[config.mk]
export PLATFORM = sky130hd
export DESIGN_NAME = fir_coeff_bank_ctrl
export DESIGN_NICKNAME = d
export VERILOG_FILES = /design/src/rtl/fir_coeff_bank_ctrl.sv
export SDC_FILE = /design/constraint.sdc
export NUM_CORES = 1
export LEC_CHECK = 0
export ABC_CLOCK_PERIOD_IN_PS = 9400
export CAP_MARGIN = 20
export CORE_MARGIN = 2
export CORE_UTILIZATION = 25
export CTS_CLUSTER_SIZE = 10
export DETAILED_ROUTE_END_ITERATION = 7
export GPL_ROUTABILITY_DRIVEN = 1
export GPL_TIMING_DRIVEN = 0
export SYNTH_ARGS = -nofsm -noshare
export SYNTH_HDL_FRONTEND = slang
export SYNTH_SLANG_ARGS = --single-unit
[constraint.sdc]
create_clock -name clk -period 9.4 [get_ports clk]
set_input_delay 1.41 -clock clk [delete_from_list [all_inputs] [get_ports clk]]
set_output_delay 1.41 -clock clk [all_outputs]
set_load 0.1 [all_outputs]
[src/rtl/fir_coeff_bank_ctrl.sv]
// rtl/fir_coeff_bank_ctrl.sv - shadow/active coefficient bank controller for a 16-tap FIR
//
// Purpose: accepts a coefficient set over a valid/ready stream into a shadow bank,
// then copies the whole shadow bank into the active bank on a sample boundary.
// Because the copy is a single-cycle update of every tap, the FIR never computes
// with a mix of old and new taps.
//
// Ports:
//   clk         rising-edge system clock
//   rst         synchronous active-high reset
//   start_load  one-cycle request to begin loading a new set
//   cfg_valid   cfg_data / cfg_last valid
//   cfg_ready   word accepted this cycle (high only while loading)
//   cfg_data    coefficient word; word k is tap k
//   cfg_last    final word of a set
//   sample_tick FIR sample-boundary strobe
//   coeff_out   active bank, tap i at bits [W*i +: W]
//   busy        controller is not idle
//   swap_done   one-cycle pulse after the active bank is updated
//   cfg_err     one-cycle pulse when a short or long set is aborted
module fir_coeff_bank_ctrl #(
    parameter int N = 16,
    parameter int W = 16
) (
    input  logic           clk,
    input  logic           rst,
    input  logic           start_load,
    input  logic           cfg_valid,
    output logic           cfg_ready,
    input  logic [W-1:0]   cfg_data,
    input  logic           cfg_last,
    input  logic           sample_tick,
    output logic [N*W-1:0] coeff_out,
    output logic           busy,
    output logic           swap_done,
    output logic           cfg_err
);

    localparam int IW = (N > 1) ? $clog2(N) : 1;

    typedef enum logic [1:0] {
        IDLE  = 2'd0,
        LOAD  = 2'd1,
        ARMED = 2'd2
    } state_t;

    state_t         state;
    state_t         state_nxt;
    logic [IW-1:0]  wr_idx;
    logic [W-1:0]   shadow [N];
    logic [W-1:0]   active [N];

    logic           xfer;
    logic           at_last_idx;
    logic           bad_set;
    logic           do_swap;

    // Power-on / reset coefficient set; taps beyond the 16 listed are zero.
    function automatic logic [W-1:0] default_coeff(input int i);
        case (i)
            0:       default_coeff = W'(512);
            1:       default_coeff = W'(1024);
            2:       default_coeff = W'(2048);
            3:       default_coeff = W'(4096);
            4:       default_coeff = W'(8192);
            5:       default_coeff = W'(4096);
            6:       default_coeff = W'(2048);
            7:       default_coeff = W'(1024);
            8:       default_coeff = W'(512);
            9:       default_coeff = W'(256);
            10:      default_coeff = W'(128);
            11:      default_coeff = W'(64);
            12:      default_coeff = W'(32);
            13:      default_coeff = W'(16);
            14:      default_coeff = W'(8);
            15:      default_coeff = W'(4);
            default: default_coeff = '0;
        endcase
    endfunction

    assign at_last_idx = (wr_idx == IW'(N - 1));
    assign busy        = (state != IDLE);

    always_ff @(posedge clk) begin
        if (rst) begin
            state <= IDLE;
        end else begin
            state <= state_nxt;
        end
    end

    always_comb begin
        state_nxt = state;
        cfg_ready = 1'b0;
        xfer      = 1'b0;
        bad_set   = 1'b0;
        do_swap   = 1'b0;
        case (state)
            IDLE: begin
                if (start_load) begin
                    state_nxt = LOAD;
                end
            end
            LOAD: begin
                cfg_ready = 1'b1;
                xfer      = cfg_valid;
                if (cfg_valid) begin
                    if (cfg_last && at_last_idx) begin
                        state_nxt = ARMED;
                    end else if (cfg_last || at_last_idx) begin
                        // Short set (early last) or long set (no last on word N-1).
                        bad_set   = 1'b1;
                        state_nxt = IDLE;
                    end
                end
            end
            ARMED: begin
                if (sample_tick) begin
                    do_swap   = 1'b1;
                    state_nxt = IDLE;
                end
            end
            default: begin
                state_nxt = IDLE;
            end
        endcase
    end

    always_ff @(posedge clk) begin
        if (rst) begin
            wr_idx    <= '0;
            swap_done <= 1'b0;
            cfg_err   <= 1'b0;
            for (int i = 0; i < N; i++) begin
                shadow[i] <= '0;
                active[i] <= default_coeff(i);
            end
        end else begin
            swap_done <= do_swap;
            cfg_err   <= bad_set;
            if (state == IDLE && start_load) begin
                wr_idx <= '0;
            end else if (xfer && !at_last_idx) begin
                // The set always ends at index N-1, so the index never wraps.
                wr_idx <= wr_idx + 1'b1;
            end
            if (xfer) begin
                shadow[wr_idx] <= cfg_data;
            end
            if (do_swap) begin
                for (int i = 0; i < N; i++) begin
                    active[i] <= shadow[i];
                end
            end
        end
    end

    always_comb begin
        coeff_out = '0;
        for (int i = 0; i < N; i++) begin
            coeff_out[W*i +: W] = active[i];
        end
    end

endmodule

==> impl_metrics.env <==
export IMPL_synth_cells=1231
export IMPL_syn_area_per_cell_um2=15.5
export IMPL_ant_nets=0
export IMPL_grt_pass1_vias=11200
export IMPL_cts_setup_buffers=0
export IMPL_drt_wl_total_um=55700
export IMPL_tritoncts="done"
export IMPL_period_minus_slack_ns=4.22
export IMPL_grt_setup_unrepaired="no"
export IMPL_drv_cap=0
export IMPL_min_to="active[0][182]"
export IMPL_finClkSkew_ns=0.0171
export IMPL_peakVddDrop_v=0.000123
export IMPL_synth_top_family_by_area="simple AND/OR/NAND/NOR gates"
export IMPL_clk_latency_ns=0.60
export IMPL_fill_cells=7417
export IMPL_overflow=0
export IMPL_synth_common_cells="edfxtp_1 (512), nor2_1 (260), and2_1 (151)"
export IMPL_hold_viol=0
export IMPL_clock_root_buffer="clkbuf_16"
export IMPL_yosysTopAreaCell="edfxtp_1"
export IMPL_hp_start="shadow[11][6]"
export IMPL_status="finished clean"
export IMPL_grt_first_pass_wirelength_um=77600
export IMPL_synth_seq_area_share=0.813
export IMPL_vias_per_cell=4.19
export IMPL_worstMarginPinSlew_ns=1.09
export IMPL_cp_cell_sequence="clkdlybuf4s50_1, buf_2, buf_2, clkbuf_1, nand2b_4, buf_16, buf_16"
export IMPL_core_area_mm2=0.0758
export IMPL_hold_ws_ns=0.498
export IMPL_postSynth_asyncResetShare=0
export IMPL_slowest_stage="nand2b_4"
export IMPL_ctsLongestPathBuffers=3
export IMPL_grt_max_degree=73
export IMPL_synth_compound_area_frac=0.00995
export IMPL_final_layout_size_suffix_gt1_frac=0.0868
export IMPL_r2r_end="active[0][129]"
export IMPL_synth_nets=1257
export IMPL_die_h_um=281
export IMPL_first_pass_iters=5
export IMPL_pin_count=282
export IMPL_synth_edf_count=512
export IMPL_worst_setup_path_start_kind="primary input"
export IMPL_synth_mux_area_fraction=0
export IMPL_hold_buffers=0
export IMPL_yosys_cell_types_count=37
export IMPL_path_max_fanout=72
export IMPL_endpoint_kind="flop"
export IMPL_dr_total_vias=10900
export IMPL_reg2reg_slack_ns=6.72
export IMPL_drc=0
export IMPL_synth_xor_xnor_area_share=0.000458
export IMPL_area_growth_pct=31.1
export IMPL_dieWidth_um=281
export IMPL_crit_buf_inv=6
export IMPL_crit_path_max_incr_delay_ns=0.56
export IMPL_clkSlewWorstSetupHoldPaths_ns=0.05
export IMPL_cts_htree_levels=2
export IMPL_fin_ws_ns=5.18
export IMPL_die_area_mm2=0.0787
export IMPL_synth_adder_area_share=0.00262
export IMPL_yosys_area_share_simple=0.156
export IMPL_final_setup_viol_count=0
export IMPL_wl_per_cell_um=21.5
export IMPL_rr_startpoint="state[0]"
export IMPL_fin_nets=1606
export IMPL_initial_utilization=0.252
export IMPL_worstSetupPathType="in -> reg"
export IMPL_fmax_mhz=237
export IMPL_port_buffers=281
export IMPL_cts_sinks=520
export IMPL_required_ns=9.65
export IMPL_cp_top_family="buffers and inverters"
export IMPL_yosys_most_used_dff="edfxtp_1"
export IMPL_grtUsageTotal=0.139
export IMPL_min_path_type="reg -> reg"
export IMPL_place_hpwl_um=39700
export IMPL_synth_most_common_cell="edfxtp_1"
export IMPL_post_cts_resized=0
export IMPL_syn_area_mm2=0.0191
export IMPL_crit_arrival_ns=4.48
export IMPL_post_place_ws_ns=4.54
export IMPL_finalCritPeriodShare=0.449
export IMPL_ys_ff_latch=520
export IMPL_power_density_mw_per_mm2=219
export IMPL_slew_viol_final=0
export IMPL_p_leak_uw=0.00846
export IMPL_r2r_cells=6
export IMPL_relSlewSlack=0.271
export IMPL_cts_buffers=60
export IMPL_synth_area_top_cells="edfxtp_1 (80%), nor2_1 (5.1%), and2_1 (4.9%), nor2b_1 (3.0%), nand2_1 (1.4%)"
export IMPL_synth_top_area_share=0.804
export IMPL_rows=101
export IMPL_drt_iter0_drc=723
export IMPL_worstHoldPathCells=1
export IMPL_antenna_found_initial=7
export IMPL_synth_warnings=0
export IMPL_gp_congestion=0.780
==> layer usage <==
metal / global-route usage / vias up / share of wire / routed length (µm)
met5: 0 / - / 0.0012 / 68
met4: 0.0350 / 10 / 0.020 / 1100
met3: 0.0293 / 85 / 0.056 / 3130
met2: 0.233 / 355 / 0.48 / 26700
met1: 0.184 / 5431 / 0.44 / 24700
li1: - / 4986 / - / -
==> final cells by class <==
| cell class | count | area (µm²) | area share |
|---|---|---|---|
| diodes | 2 | 5.00 | 0.000200 |
| inverters | 3 | 11.3 | 0.000449 |
| clock buffers | 88 | 1630 | 0.0650 |
| repair buffers | 287 | 2950 | 0.118 |
| flip-flops and latches | 520 | 15500 | 0.620 |
| multi-input cells | 637 | 3260 | 0.130 |
| plain buffers | 71 | 337 | 0.0134 |
| well taps | 978 | 1220 | 0.0488 |
| clock inverters | 7 | 109 | 0.00434 |
==> report_power, final <==
| group | internal [µW] | switching (µW) |
|---|---|---|
| clock | 1260 | 866 |
| combinational | 122 | 550 |
| sequential | 2640 | 35.5 |
| total | 4020 | 1450 |
==> how the worst max path moves through the flow <==
stage	end	cells after the start	from
final	active[0][129]	7	rst
after global routing	active[0][95]	7	rst
after CTS	active[0][145]	7	rst
after detailed placement	active[0][148]	7	rst
after global placement	active[0][128]	5	rst
after floorplan	active[0][0]	4	rst
==> state kept, by name (all words and copies together), names as in the netlist <==
name	flops
shadow	256
active	256
wr_idx	4
swap_done	1
cfg_err	1
state	2
==> cells by family after synthesis <==
logic type | after synthesis
and+or+nand+nor | 607
DFF | 520
adders and majority gates | 4
AOI/OAI and AO/OA | 25
buffers and inverters | 74
xor gates and xnor gates | 1
==> cells in the final DEF (no fill, tap or decap), drive strengths merged, types with 7 or more instances in the layout <==
cell and n:
a31o 11, and2 151, buf 39, clkbuf 126
clkdlybuf4s50 281, dfxtp 8, edfxtp 512, nand2 69
nor2 261, nor2b 92, or2 7, or3 10
==> per-stage QoR <==
stage	power, µW	instance area (µm²)	util	instances	TNS, ns
after detailed placement	3410	23300	0.308	2496	0
after global routing	5640	25100	0.330	2592	0
final	5480	25100	0.330	2593	0
after CTS	5540	25100	0.330	2591	0
after global placement	3420	23200	0.305	2490	-856.49
after floorplan	3220	19100	-	1231	0
No activity file was read; power rests on OpenSTA's default activity.
